==> config.mk <==
export PLATFORM = sky130hd
export DESIGN_NAME = regfile_writeback_unit_flat
export DESIGN_NICKNAME = d
export VERILOG_FILES = /design/src/rtl/regfile_writeback_unit_if.sv /design/src/rtl/regfile_writeback_unit.sv /design/src/flat_wrapper.sv
export SDC_FILE = /design/constraint.sdc
export NUM_CORES = 1
export LEC_CHECK = 0
export ABC_AREA = 1
export CAP_MARGIN = 5
export CORE_ASPECT_RATIO = 1.5
export CORE_UTILIZATION = 55
export DETAILED_ROUTE_END_ITERATION = 16
export GPL_ROUTABILITY_DRIVEN = 1
export PLACE_DENSITY = 0.8
export SLEW_MARGIN = 15
export SYNTH_ARGS = -nofsm -noshare
export SYNTH_HDL_FRONTEND = slang
export SYNTH_SLANG_ARGS = --single-unit
export TNS_END_PERCENT = 5
==> constraint.sdc <==
create_clock -name clk -period 4 [get_ports clk]
set_clock_uncertainty 0.2 [all_clocks]
set_input_delay 0.4 -clock clk [delete_from_list [all_inputs] [get_ports clk]]
set_output_delay 0.4 -clock clk [all_outputs]
set_load 0.01 [all_outputs]
==> src/rtl/regfile_writeback_unit_if.sv <==
// ---------------------------------------------------------------------------
// regfile_writeback_unit_if
//
// Bundles every non-clock/reset signal of the register-file writeback unit.
//
//   ALU result path   : alu_valid, alu_rd, alu_data        (master -> slave)
//   Load response path: mem_valid, mem_rd, mem_data        (master -> slave)
//                       mem_ready                          (slave -> master)
//   Load issue        : issue_load, issue_rd               (master -> slave)
//   Decode hazard     : rs1, rs2                           (master -> slave)
//                       stall                              (slave -> master)
//   Regfile write port: reg_write, rd, write_data          (slave -> master)
//   Status            : fifo_count                         (slave -> master)
//
// The slave modport is used by the writeback unit. The master modport is
// used by whatever drives it (pipeline stages, or a testbench).
// ---------------------------------------------------------------------------
interface regfile_writeback_unit_if #(
  parameter int XLEN       = 32,
  parameter int FIFO_DEPTH = 4
);

  localparam int CNT_W = $clog2(FIFO_DEPTH) + 1;

  logic             alu_valid;
  logic [4:0]       alu_rd;
  logic [XLEN-1:0]  alu_data;

  logic             mem_valid;
  logic [4:0]       mem_rd;
  logic [XLEN-1:0]  mem_data;
  logic             mem_ready;

  logic             issue_load;
  logic [4:0]       issue_rd;

  logic [4:0]       rs1;
  logic [4:0]       rs2;
  logic             stall;

  logic             reg_write;
  logic [4:0]       rd;
  logic [XLEN-1:0]  write_data;

  logic [CNT_W-1:0] fifo_count;

  modport master (
    output alu_valid, alu_rd, alu_data,
    output mem_valid, mem_rd, mem_data,
    input  mem_ready,
    output issue_load, issue_rd,
    output rs1, rs2,
    input  stall,
    input  reg_write, rd, write_data,
    input  fifo_count
  );

  modport slave (
    input  alu_valid, alu_rd, alu_data,
    input  mem_valid, mem_rd, mem_data,
    output mem_ready,
    input  issue_load, issue_rd,
    input  rs1, rs2,
    output stall,
    output reg_write, rd, write_data,
    output fifo_count
  );

endinterface

==> src/rtl/regfile_writeback_unit.sv <==
// ---------------------------------------------------------------------------
// regfile_writeback_unit
//
// Write-side driver for the 32x32 register file. Two result sources share
// the file's single write port:
//   - the ALU path (single cycle, always accepted, highest priority)
//   - the load-response path, buffered in a FIFO_DEPTH-entry FIFO
// A 32-bit scoreboard tracks registers with an outstanding load and raises
// a decode stall when a decode source register is still pending.
//
// Ports:
//   clk    : clock, all state updates on the rising edge
//   rst    : asynchronous, active-high reset
//   wb_if  : regfile_writeback_unit_if.slave (see interface file for the
//            full signal list: ALU/load inputs, load issue, decode sources,
//            stall, registered write port and FIFO occupancy)
// ---------------------------------------------------------------------------
module regfile_writeback_unit #(
  parameter int FIFO_DEPTH = 4,
  parameter int XLEN       = 32
) (
  input  logic                    clk,
  input  logic                    rst,
  regfile_writeback_unit_if.slave wb_if
);

  localparam int PTR_W = $clog2(FIFO_DEPTH);
  localparam int CNT_W = PTR_W + 1;

  // FIFO storage; contents are only meaningful below count_q, so no reset
  logic [4:0]       fifoRd_q   [FIFO_DEPTH];
  logic [XLEN-1:0]  fifoData_q [FIFO_DEPTH];

  logic [PTR_W-1:0] wrPtr_q, wrPtr_d;
  logic [PTR_W-1:0] rdPtr_q, rdPtr_d;
  logic [CNT_W-1:0] count_q, count_d;

  // Registered write port plus a tag saying the write came from the FIFO
  logic             regWrite_q, regWrite_d;
  logic [4:0]       rd_q, rd_d;
  logic [XLEN-1:0]  writeData_q, writeData_d;
  logic             fromFifo_q, fromFifo_d;

  logic [31:0]      pending_q, pending_d;

  logic             memReady;
  logic             aluSel;
  logic             popSel;
  logic             pushFire;
  logic             pushStore;

  // Handshake and source selection. The ALU path always wins; a write to
  // x0 is not a write, so it leaves the port free for a FIFO pop.
  // mem_ready is held low while reset is asserted.
  always_comb begin
    memReady  = !rst && (count_q < CNT_W'(FIFO_DEPTH));
    aluSel    = wb_if.alu_valid && (wb_if.alu_rd != 5'd0);
    popSel    = !aluSel && (count_q != '0);
    pushFire  = wb_if.mem_valid && memReady;
    // Responses to x0 are handshaked but never take a slot
    pushStore = pushFire && (wb_if.mem_rd != 5'd0);
  end

  // Next-state for the registered write port. When nothing is selected,
  // rd and write_data keep their previous values.
  always_comb begin
    regWrite_d  = 1'b0;
    rd_d        = rd_q;
    writeData_d = writeData_q;
    fromFifo_d  = 1'b0;
    if (aluSel) begin
      regWrite_d  = 1'b1;
      rd_d        = wb_if.alu_rd;
      writeData_d = wb_if.alu_data;
    end else if (popSel) begin
      regWrite_d  = 1'b1;
      rd_d        = fifoRd_q[rdPtr_q];
      writeData_d = fifoData_q[rdPtr_q];
      fromFifo_d  = 1'b1;
    end
  end

  // FIFO pointer and occupancy update. Pointers wrap naturally because the
  // depth is a power of two.
  always_comb begin
    wrPtr_d = wrPtr_q;
    rdPtr_d = rdPtr_q;
    count_d = count_q;
    if (pushStore) begin
      wrPtr_d = wrPtr_q + PTR_W'(1);
    end
    if (popSel) begin
      rdPtr_d = rdPtr_q + PTR_W'(1);
    end
    case ({pushStore, popSel})
      2'b10:   count_d = count_q + CNT_W'(1);
      2'b01:   count_d = count_q - CNT_W'(1);
      default: count_d = count_q;
    endcase
  end

  // Scoreboard. A FIFO-sourced write clears its bit at the edge ending the
  // cycle it is on the port; a new issue to the same register at that edge
  // is applied afterwards so the set wins.
  always_comb begin
    pending_d = pending_q;
    if (regWrite_q && fromFifo_q) begin
      pending_d[rd_q] = 1'b0;
    end
    if (wb_if.issue_load && (wb_if.issue_rd != 5'd0)) begin
      pending_d[wb_if.issue_rd] = 1'b1;
    end
  end

  // FIFO data array write
  always_ff @(posedge clk) begin
    if (pushStore) begin
      fifoRd_q[wrPtr_q]   <= wb_if.mem_rd;
      fifoData_q[wrPtr_q] <= wb_if.mem_data;
    end
  end

  // Control and output registers
  always_ff @(posedge clk or posedge rst) begin
    if (rst) begin
      wrPtr_q     <= '0;
      rdPtr_q     <= '0;
      count_q     <= '0;
      regWrite_q  <= 1'b0;
      rd_q        <= 5'd0;
      writeData_q <= '0;
      fromFifo_q  <= 1'b0;
      pending_q   <= '0;
    end else begin
      wrPtr_q     <= wrPtr_d;
      rdPtr_q     <= rdPtr_d;
      count_q     <= count_d;
      regWrite_q  <= regWrite_d;
      rd_q        <= rd_d;
      writeData_q <= writeData_d;
      fromFifo_q  <= fromFifo_d;
      pending_q   <= pending_d;
    end
  end

  // x0 never stalls decode
  always_comb begin
    wb_if.stall = ((wb_if.rs1 != 5'd0) && pending_q[wb_if.rs1]) ||
                  ((wb_if.rs2 != 5'd0) && pending_q[wb_if.rs2]);
  end

  assign wb_if.mem_ready  = memReady;
  assign wb_if.reg_write  = regWrite_q;
  assign wb_if.rd         = rd_q;
  assign wb_if.write_data = writeData_q;
  assign wb_if.fifo_count = count_q;

endmodule

==> src/flat_wrapper.sv <==
// flat-port wrapper written by rule: the top's interface ports become plain ports
module regfile_writeback_unit_flat 
#(
  parameter int FIFO_DEPTH = 4,
  parameter int XLEN       = 32
)
  (clk, rst, wb_if_alu_valid, wb_if_alu_rd, wb_if_alu_data, wb_if_mem_valid, wb_if_mem_rd, wb_if_mem_data, wb_if_mem_ready, wb_if_issue_load, wb_if_issue_rd, wb_if_rs1, wb_if_rs2, wb_if_stall, wb_if_reg_write, wb_if_rd, wb_if_write_data, wb_if_fifo_count);
  regfile_writeback_unit_if #(.XLEN(XLEN), .FIFO_DEPTH(FIFO_DEPTH)) wb_if_i ();
  input  logic clk;
  input  logic rst;
  input wire logic [$bits(wb_if_i.alu_valid)-1:0] wb_if_alu_valid;
  input wire logic [$bits(wb_if_i.alu_rd)-1:0] wb_if_alu_rd;
  input wire logic [$bits(wb_if_i.alu_data)-1:0] wb_if_alu_data;
  input wire logic [$bits(wb_if_i.mem_valid)-1:0] wb_if_mem_valid;
  input wire logic [$bits(wb_if_i.mem_rd)-1:0] wb_if_mem_rd;
  input wire logic [$bits(wb_if_i.mem_data)-1:0] wb_if_mem_data;
  output wire logic [$bits(wb_if_i.mem_ready)-1:0] wb_if_mem_ready;
  input wire logic [$bits(wb_if_i.issue_load)-1:0] wb_if_issue_load;
  input wire logic [$bits(wb_if_i.issue_rd)-1:0] wb_if_issue_rd;
  input wire logic [$bits(wb_if_i.rs1)-1:0] wb_if_rs1;
  input wire logic [$bits(wb_if_i.rs2)-1:0] wb_if_rs2;
  output wire logic [$bits(wb_if_i.stall)-1:0] wb_if_stall;
  output wire logic [$bits(wb_if_i.reg_write)-1:0] wb_if_reg_write;
  output wire logic [$bits(wb_if_i.rd)-1:0] wb_if_rd;
  output wire logic [$bits(wb_if_i.write_data)-1:0] wb_if_write_data;
  output wire logic [$bits(wb_if_i.fifo_count)-1:0] wb_if_fifo_count;
  assign wb_if_i.alu_valid = wb_if_alu_valid;
  assign wb_if_i.alu_rd = wb_if_alu_rd;
  assign wb_if_i.alu_data = wb_if_alu_data;
  assign wb_if_i.mem_valid = wb_if_mem_valid;
  assign wb_if_i.mem_rd = wb_if_mem_rd;
  assign wb_if_i.mem_data = wb_if_mem_data;
  assign wb_if_mem_ready = wb_if_i.mem_ready;
  assign wb_if_i.issue_load = wb_if_issue_load;
  assign wb_if_i.issue_rd = wb_if_issue_rd;
  assign wb_if_i.rs1 = wb_if_rs1;
  assign wb_if_i.rs2 = wb_if_rs2;
  assign wb_if_stall = wb_if_i.stall;
  assign wb_if_reg_write = wb_if_i.reg_write;
  assign wb_if_rd = wb_if_i.rd;
  assign wb_if_write_data = wb_if_i.write_data;
  assign wb_if_fifo_count = wb_if_i.fifo_count;
  regfile_writeback_unit #(.FIFO_DEPTH(FIFO_DEPTH), .XLEN(XLEN)) u_core (.clk(clk), .rst(rst), .wb_if(wb_if_i));
endmodule
==> impl_metrics.csv, run 1 <==
group,metric,value,unit
global_routing,grt_pass1_wl,41000,um
clocking,clkTransAtPathRegs,60,ps
placed_design,dp_hpwl,17200,um
detailed_routing,drt-initial-drc-count,772,
floorplanning,dieArea,18200,um2
timing,finalHoldViolCount,0,
floorplanning,core_area,17300,um2
yosys,synth_edf_count,148,
layout,drive_above_1_share,0.0597,
pwr,combPwrFrac,0.341,
yosys,synth_nets,1039,
clocking,holdBufCountCts,0,
global_routing,grt_pass1_vias,7774,
detailed_routing,via_per_inst,5.91,
yosys,synth_area,9680,um2
pwr,p_sw,2760,uW
detailed_routing,wire_per_inst,20.3,um
setup_path,worstSetupPathType,"primary input to primary output",
timing,period_needed,3190,ps
yosys,synthTopCellsByArea,"edfxtp_1 (46%), dfrtp_1 (20%), o21ai_0 (7.9%)",
pwr,leakage,0.00463,uW
run,drv_cap,0,
outcome,status,"completed",
yosys,yosys_most_used_dff,"edfxtp_1",
yosys,synth_common_cells,"nand2_1 (180), o21ai_0 (152), edfxtp_1 (148), nor2_1 (102)",
floorplanning,io_pins,137,
timing,setup_viol,0,
clocking,ctsResizeCount,0,
clocking,cts_tree,"yes",
global_routing,grt_start_max_net_pins,76,
detailed_routing,ant_nets,0,
setup_path,crit_required,3400,ps
pwr,vdd_drop_max,0.524,mV
floorplanning,die_y,165,um
clocking,post_cts_buffers,0,
yosys,synth_top_area_frac,0.459,
pwr,power_frac_seq,0.411,
yosys,avgSynthCellArea,10.3,um2
floorplanning,rows,59,
layout,instances_no_fill,1305,
setup_path,endpoint_kind,"primary output",
timing,finalSetupTns,0,ps
detailed_routing,vias,7718,
timing,rsz0062_at_grt,"no",
setup_path,worstPathArrival,2590,ps
setup_path,cp_max_fo,9,
pwr,pwr-share-clk,0.248,
yosys,yosysTopAreaCell,"edfxtp_1",
detailed_routing,first_pass_iters,7,
global_routing,grt.overflow.total,0,
detailed_routing,wl,26500,um
pwr,swShare,0.350,
yosys,seq_area_frac_synth,0.660,
pwr,p_int,5130,uW
yosys,yosysUniqueCellTypes,27,
yosys,syn_inst,939,
timing,slew_violations,0,
detailed_routing,drc_errors,0,
yosys,async_reset_ff_frac,0.345,
floorplanning,die_w,110,um
clocking,root_buffer,"clkbuf_16",
timing,finalCritPeriodShare,0.797,
placed_design,dp_cells,1266,
placed_design,io_buffers,136,
setup_path,setup.worst_path.start_class,"primary input",
yosys,yosysMostFrequentCell,"nand2_1",
hold_path,worstHoldPathType,"primary input to asynchronous set/reset pin",
floorplanning,start_util,0.561,
global_routing,track_usage,0.307,
clocking,h-tree-depth,1,
setup_path,crit_start,"wb_if_rs2[1]",
clocking,cts_inserted_buffers,20,
setup_path,reg2reg_from,"u_core.wb_if.fifo_count[1]$_DFFE_PP0P_",
clocking,clockBufferDepth,3,
yosys,yosys_warnings,0,
global_routing,antenna_found_initial,3,
yosys,ys_ff_latch,226,
clocking,cts.sinks,226,
pwr,power_density,659,nW/um2
layout,syn2layout_area_growth,23.7,%
timing,tightest_slew,845,ps
clocking,clk_latency,490,ps
layout,final_nets,1175,
timing,slew_headroom,0.436,
timing,timing.fmax,0.314,GHz
placed_design,place_congestion,0.963,
## sequential cells by signal, indices dropped and copies added, names as in the netlist
name                     flops
u_core.wrPtr_q               2
u_core.wb_if.rd              5
u_core.pending_q            32
u_core.fromFifo_q            1
u_core.wb_if.write_data     32
u_core.rdPtr_q               2
u_core.fifoRd_q             20
u_core.wb_if.fifo_count      3
u_core.fifoData_q          128
u_core.wb_if.reg_write       1
## per-layer routing
metal,GRT usage,part of all wire
met1,0.348,0.35
met2,0.533,0.53
met3,0.0667,0.074
met4,0.163,0.049
met5,0,0.00049
## worst max-delay path, cell delays in order
cell and delay [ps]:
clkdlybuf4s50_1 720, clkinv_1 360, nand3_1 180, nand2_1 70
nand2_1 60, nand2_1 50, inv_1 40, nand2_1 50
nand2_1 50, nand2_1 50, inv_1 60, nand2_1 40
clkdlybuf4s50_1 460
## kinds of logic after synthesis
kind of cell / Yosys count / share of synthesized area
xor+xnor: 4 / 0.00362
fa+ha+maj: 6 / 0.00853
simple gates: 368 / 0.156
buf+inv: 113 / 0.0501
compound gates: 222 / 0.121
flops: 226 / 0.660
## power groups by stage
| stage | logic, uW | clock network [uW] | registers [uW] |
|---|---|---|---|
| 2_1_floorplan | 1440 | 0 | 3310 |
| 3_3_place_gp | 2560 | 0 | 3260 |
| 3_5_place_dp | 2630 | 0 | 3270 |
| 4_1_cts | 2650 | 1980 | 3230 |
| 5_1_grt | 2980 | 2070 | 3280 |
| 6_report | 2690 | 1960 | 3240 |
## final cells by class
class	instances	area (um2)
Clock inverter	8	91.3
Clock buffer	28	583
Tap cell	213	267
Multi-Input combinational cell	600	2830
Timing Repair Buffer	157	1530
Sequential cell	226	6400
Antenna cell	3	7.51
Inverter	70	265
Fill cell	1316	5300
## final timing paths
kind	endpoint	slack, ps	cells past startpoint
min in group clk	u_core.wb_if.write_data[17]$_DFFE_PP0P_	260	3
min	u_core.wb_if.fifo_count[2]$_DFFE_PP0P_	170	2
min reg2reg	u_core.wb_if.write_data[11]$_DFFE_PP0P_	300	2
max	wb_if_stall	810	13
max reg2reg	u_core.wb_if.write_data[30]$_DFFE_PP0P_	1650	6
max in group asynchronous	u_core.wb_if.rd[4]$_DFFE_PP0P_	2670	3
## cells in the final DEF (no fill, tap or decap), types with 3 or more instances in the layout
cell and n:
clkdlybuf4s50_1 136, a21oi_1 24, o21ai_1 4, nor2_4 4, o22ai_1 34, o211ai_1 6, diode_2 3, nand3_1 78
edfxtp_1 148, clkbuf_16 22, buf_4 20, clkinv_1 3, clkbuf_1 5, nor3_1 4, ha_1 5, inv_2 3
dfrtp_1 77, o21ai_0 152, inv_1 63, clkinv_2 6, nand2_1 180, nor2_1 98
## through the flow
step / util / hold slack, ps / total power (uW) / instance area (um2) / worst slack [ps]
floorplan: - / 270 / 4760 / 9680 / 794
global route: 0.693 / 236 / 8330 / 12000 / 665
detailed placement: 0.654 / 281 / 5900 / 11300 / 876
global placement: 0.654 / 276 / 5820 / 11300 / 872
finish: 0.693 / 167 / 7890 / 12000 / 813
CTS: 0.693 / 178 / 7860 / 12000 / 861
No activity file was read; power rests on OpenSTA's default activity.
==> run 2: changes to the inputs <==
clock period = 3.3 ns   (was 4 ns; I/O delays follow)
==> run 2 against run 1 <==
- sequential cell count is the same
- register-to-register slack got worse by 760 ps
- non-clock buffer count unchanged
- worst setup slack worse by 350 ps
- design area increased by 0.52%
- first-iteration DRC count is 3.2% lower
- sequential share of layout area down 0.28 points
- largest cell class unchanged
- core utilization rose by 0.36 points
- via count decreased by 1.0%
- critical path depth down 2
==> impl_metrics.csv, run 2 (synthesized netlist as in run 1, its figures left out) <==
group,metric,value,unit
clocking,cts.sinks,226,
placed_design,io_buffers,136,
layout,drive_above_1_share,0.0579,
timing,finalHoldViolCount,0,
detailed_routing,wl,26600,um
run,drv_cap,0,
floorplanning,core_area,17300,um2
global_routing,grt_pass1_wl,40500,um
clocking,clkTransAtPathRegs,70,ps
floorplanning,die_w,110,um
layout,instances_no_fill,1302,
timing,period_needed,2840,ps
clocking,root_buffer,"clkbuf_16",
setup_path,worstPathArrival,2310,ps
floorplanning,dieArea,18200,um2
outcome,status,"completed",
placed_design,dp_cells,1266,
detailed_routing,vias,7639,
detailed_routing,ant_nets,0,
clocking,cts_inserted_buffers,20,
global_routing,track_usage,0.302,
layout,multi_input_area,2830,um2
layout,layout_commonest_cell,"nand2_1",
timing,finalSetupTns,0,ps
placed_design,dp_hpwl,17600,um
setup_path,crit_required,2770,ps
floorplanning,die_y,165,um
clocking,clk_latency,500,ps
clocking,holdBufCountCts,0,
clocking,ctsResizeCount,0,
detailed_routing,wire_per_inst,20.4,um
layout,largest_reg_flops,128,
placed_design,place_congestion,1.00,
layout,final_nets,1175,
clocking,post_cts_buffers,0,
pwr,leakage,0.00466,uW
global_routing,grt_pass1_vias,7605,
timing,tightest_slew,765,ps
layout,antennaDiodeCount,0,
pwr,p_total,9710,uW
layout,largest_register,"u_core.fifoData_q",
clocking,cts_tree,"yes",
timing,finalCritPeriodShare,0.860,
global_routing,grt_start_max_net_pins,55,
timing,hold_slack,70.6,ps
detailed_routing,drt-initial-drc-count,747,
layout,seqCellArea,6400,um2
timing,slew_violations,0,
setup_path,setup.worst_path.start_class,"primary input",
floorplanning,rows,59,
clocking,h-tree-depth,1,
layout,fill_cells,1289,
floorplanning,io_pins,137,
floorplanning,start_util,0.561,
setup_path,endpoint_kind,"primary output",
global_routing,grt.overflow.total,0,
detailed_routing,first_pass_iters,7,
clocking,clockBufferDepth,3,
setup_path,cp_max_fo,9,
hold_path,worstHoldPathType,"primary input to asynchronous set/reset pin",
detailed_routing,drc_errors,0,
layout,syn2layout_area_growth,24.3,%
pwr,vdd_drop_max,0.548,mV
layout,mostFrequentLayoutCells,"nand2_1 (180), o21ai_0 (152), edfxtp_1 (148)",
global_routing,antenna_found_initial,0,
timing,slew_headroom,0.489,
setup_path,worstSetupPathType,"primary input to primary output",
timing,rsz0062_at_grt,"no",
timing,timing.fmax,0.352,GHz
detailed_routing,via_per_inst,5.87,
timing,setup_viol,0,
pwr,power_density,807,nW/um2
## run 2: cell types whose count changed in the layout (fill, tap and decap cells not counted)
cell,before,now
bufinv_16,2,5
buf_12,1,3
clkinv_1,3,4
diode_2,3,0
clkinv_4,0,1
clkbuf_8,1,0
clkinv_2,6,3
buf_4,20,18
clkinvlp_4,1,0
clkbuf_16,22,21
clkbuf_1,5,6
## run 2: critical path: stages
cell,delay (ps)
clkdlybuf4s50_1,480
clkinv_1,310
nand3_1,300
nand3_1,90
nand3_1,90
nand2_1,50
nand2_1,50
nand2_1,50
inv_1,40
nand2_1,40
clkdlybuf4s50_1,460
## run 2: stage by stage
| stage | utilization | setup slack (ps) | area, um2 |
|---|---|---|---|
| after detailed placement | 0.655 | 528 | 11300 |
| after global placement | 0.655 | 518 | 11300 |
| after global routing | 0.697 | 278 | 12000 |
| after floorplan | - | 93.7 | 9680 |
| final | 0.697 | 463 | 12000 |
| after CTS | 0.697 | 515 | 12000 |
## run 2: report_power, final
| part | internal (uW) | leakage, uW | switching (uW) |
|---|---|---|---|
| Clock | 1560 | 0.000348 | 979 |
| Sequential | 3600 | 0.00222 | 370 |
| Combinational | 1220 | 0.00209 | 1970 |
| Total | 6390 | 0.00466 | 3320 |
## run 2: final cells by class
type / count / share of cell area
flip-flops and latches: 226 / 0.531
clock buffers: 27 / 0.0455
well taps: 213 / 0.0221
multi-input cells: 600 / 0.235
repair buffers: 157 / 0.129
clock inverters: 9 / 0.0142
inverters: 70 / 0.0220
## run 2: layer usage
metal  share of wire  GRT usage  wire length (um)
met5               0          0                 0
met4           0.053      0.150              1400
met3           0.063     0.0509              1680
met2            0.53      0.541             14200
met1            0.35      0.343              9340
## run 2: final timing paths
check / start / endpoint / slack [ps] / cells past startpoint
max: wb_if_rs1[1] / wb_if_stall / 460 / 11
min: rst / u_core.wb_if.fifo_count[1]$_DFFE_PP0P_ / 70 / 2
max reg2reg: u_core.rdPtr_q[0]$_DFFE_PP0P_ / u_core.wb_if.write_data[10]$_DFFE_PP0P_ / 890 / 6
min reg2reg: u_core.wb_if.write_data[11]$_DFFE_PP0P_ / u_core.wb_if.write_data[11]$_DFFE_PP0P_ / 300 / 2
max in group asynchronous: rst / u_core.wb_if.write_data[27]$_DFFE_PP0P_ / 2150 / 3
min in group clk: wb_if_alu_data[25] / u_core.wb_if.write_data[25]$_DFFE_PP0P_ / 190 / 3
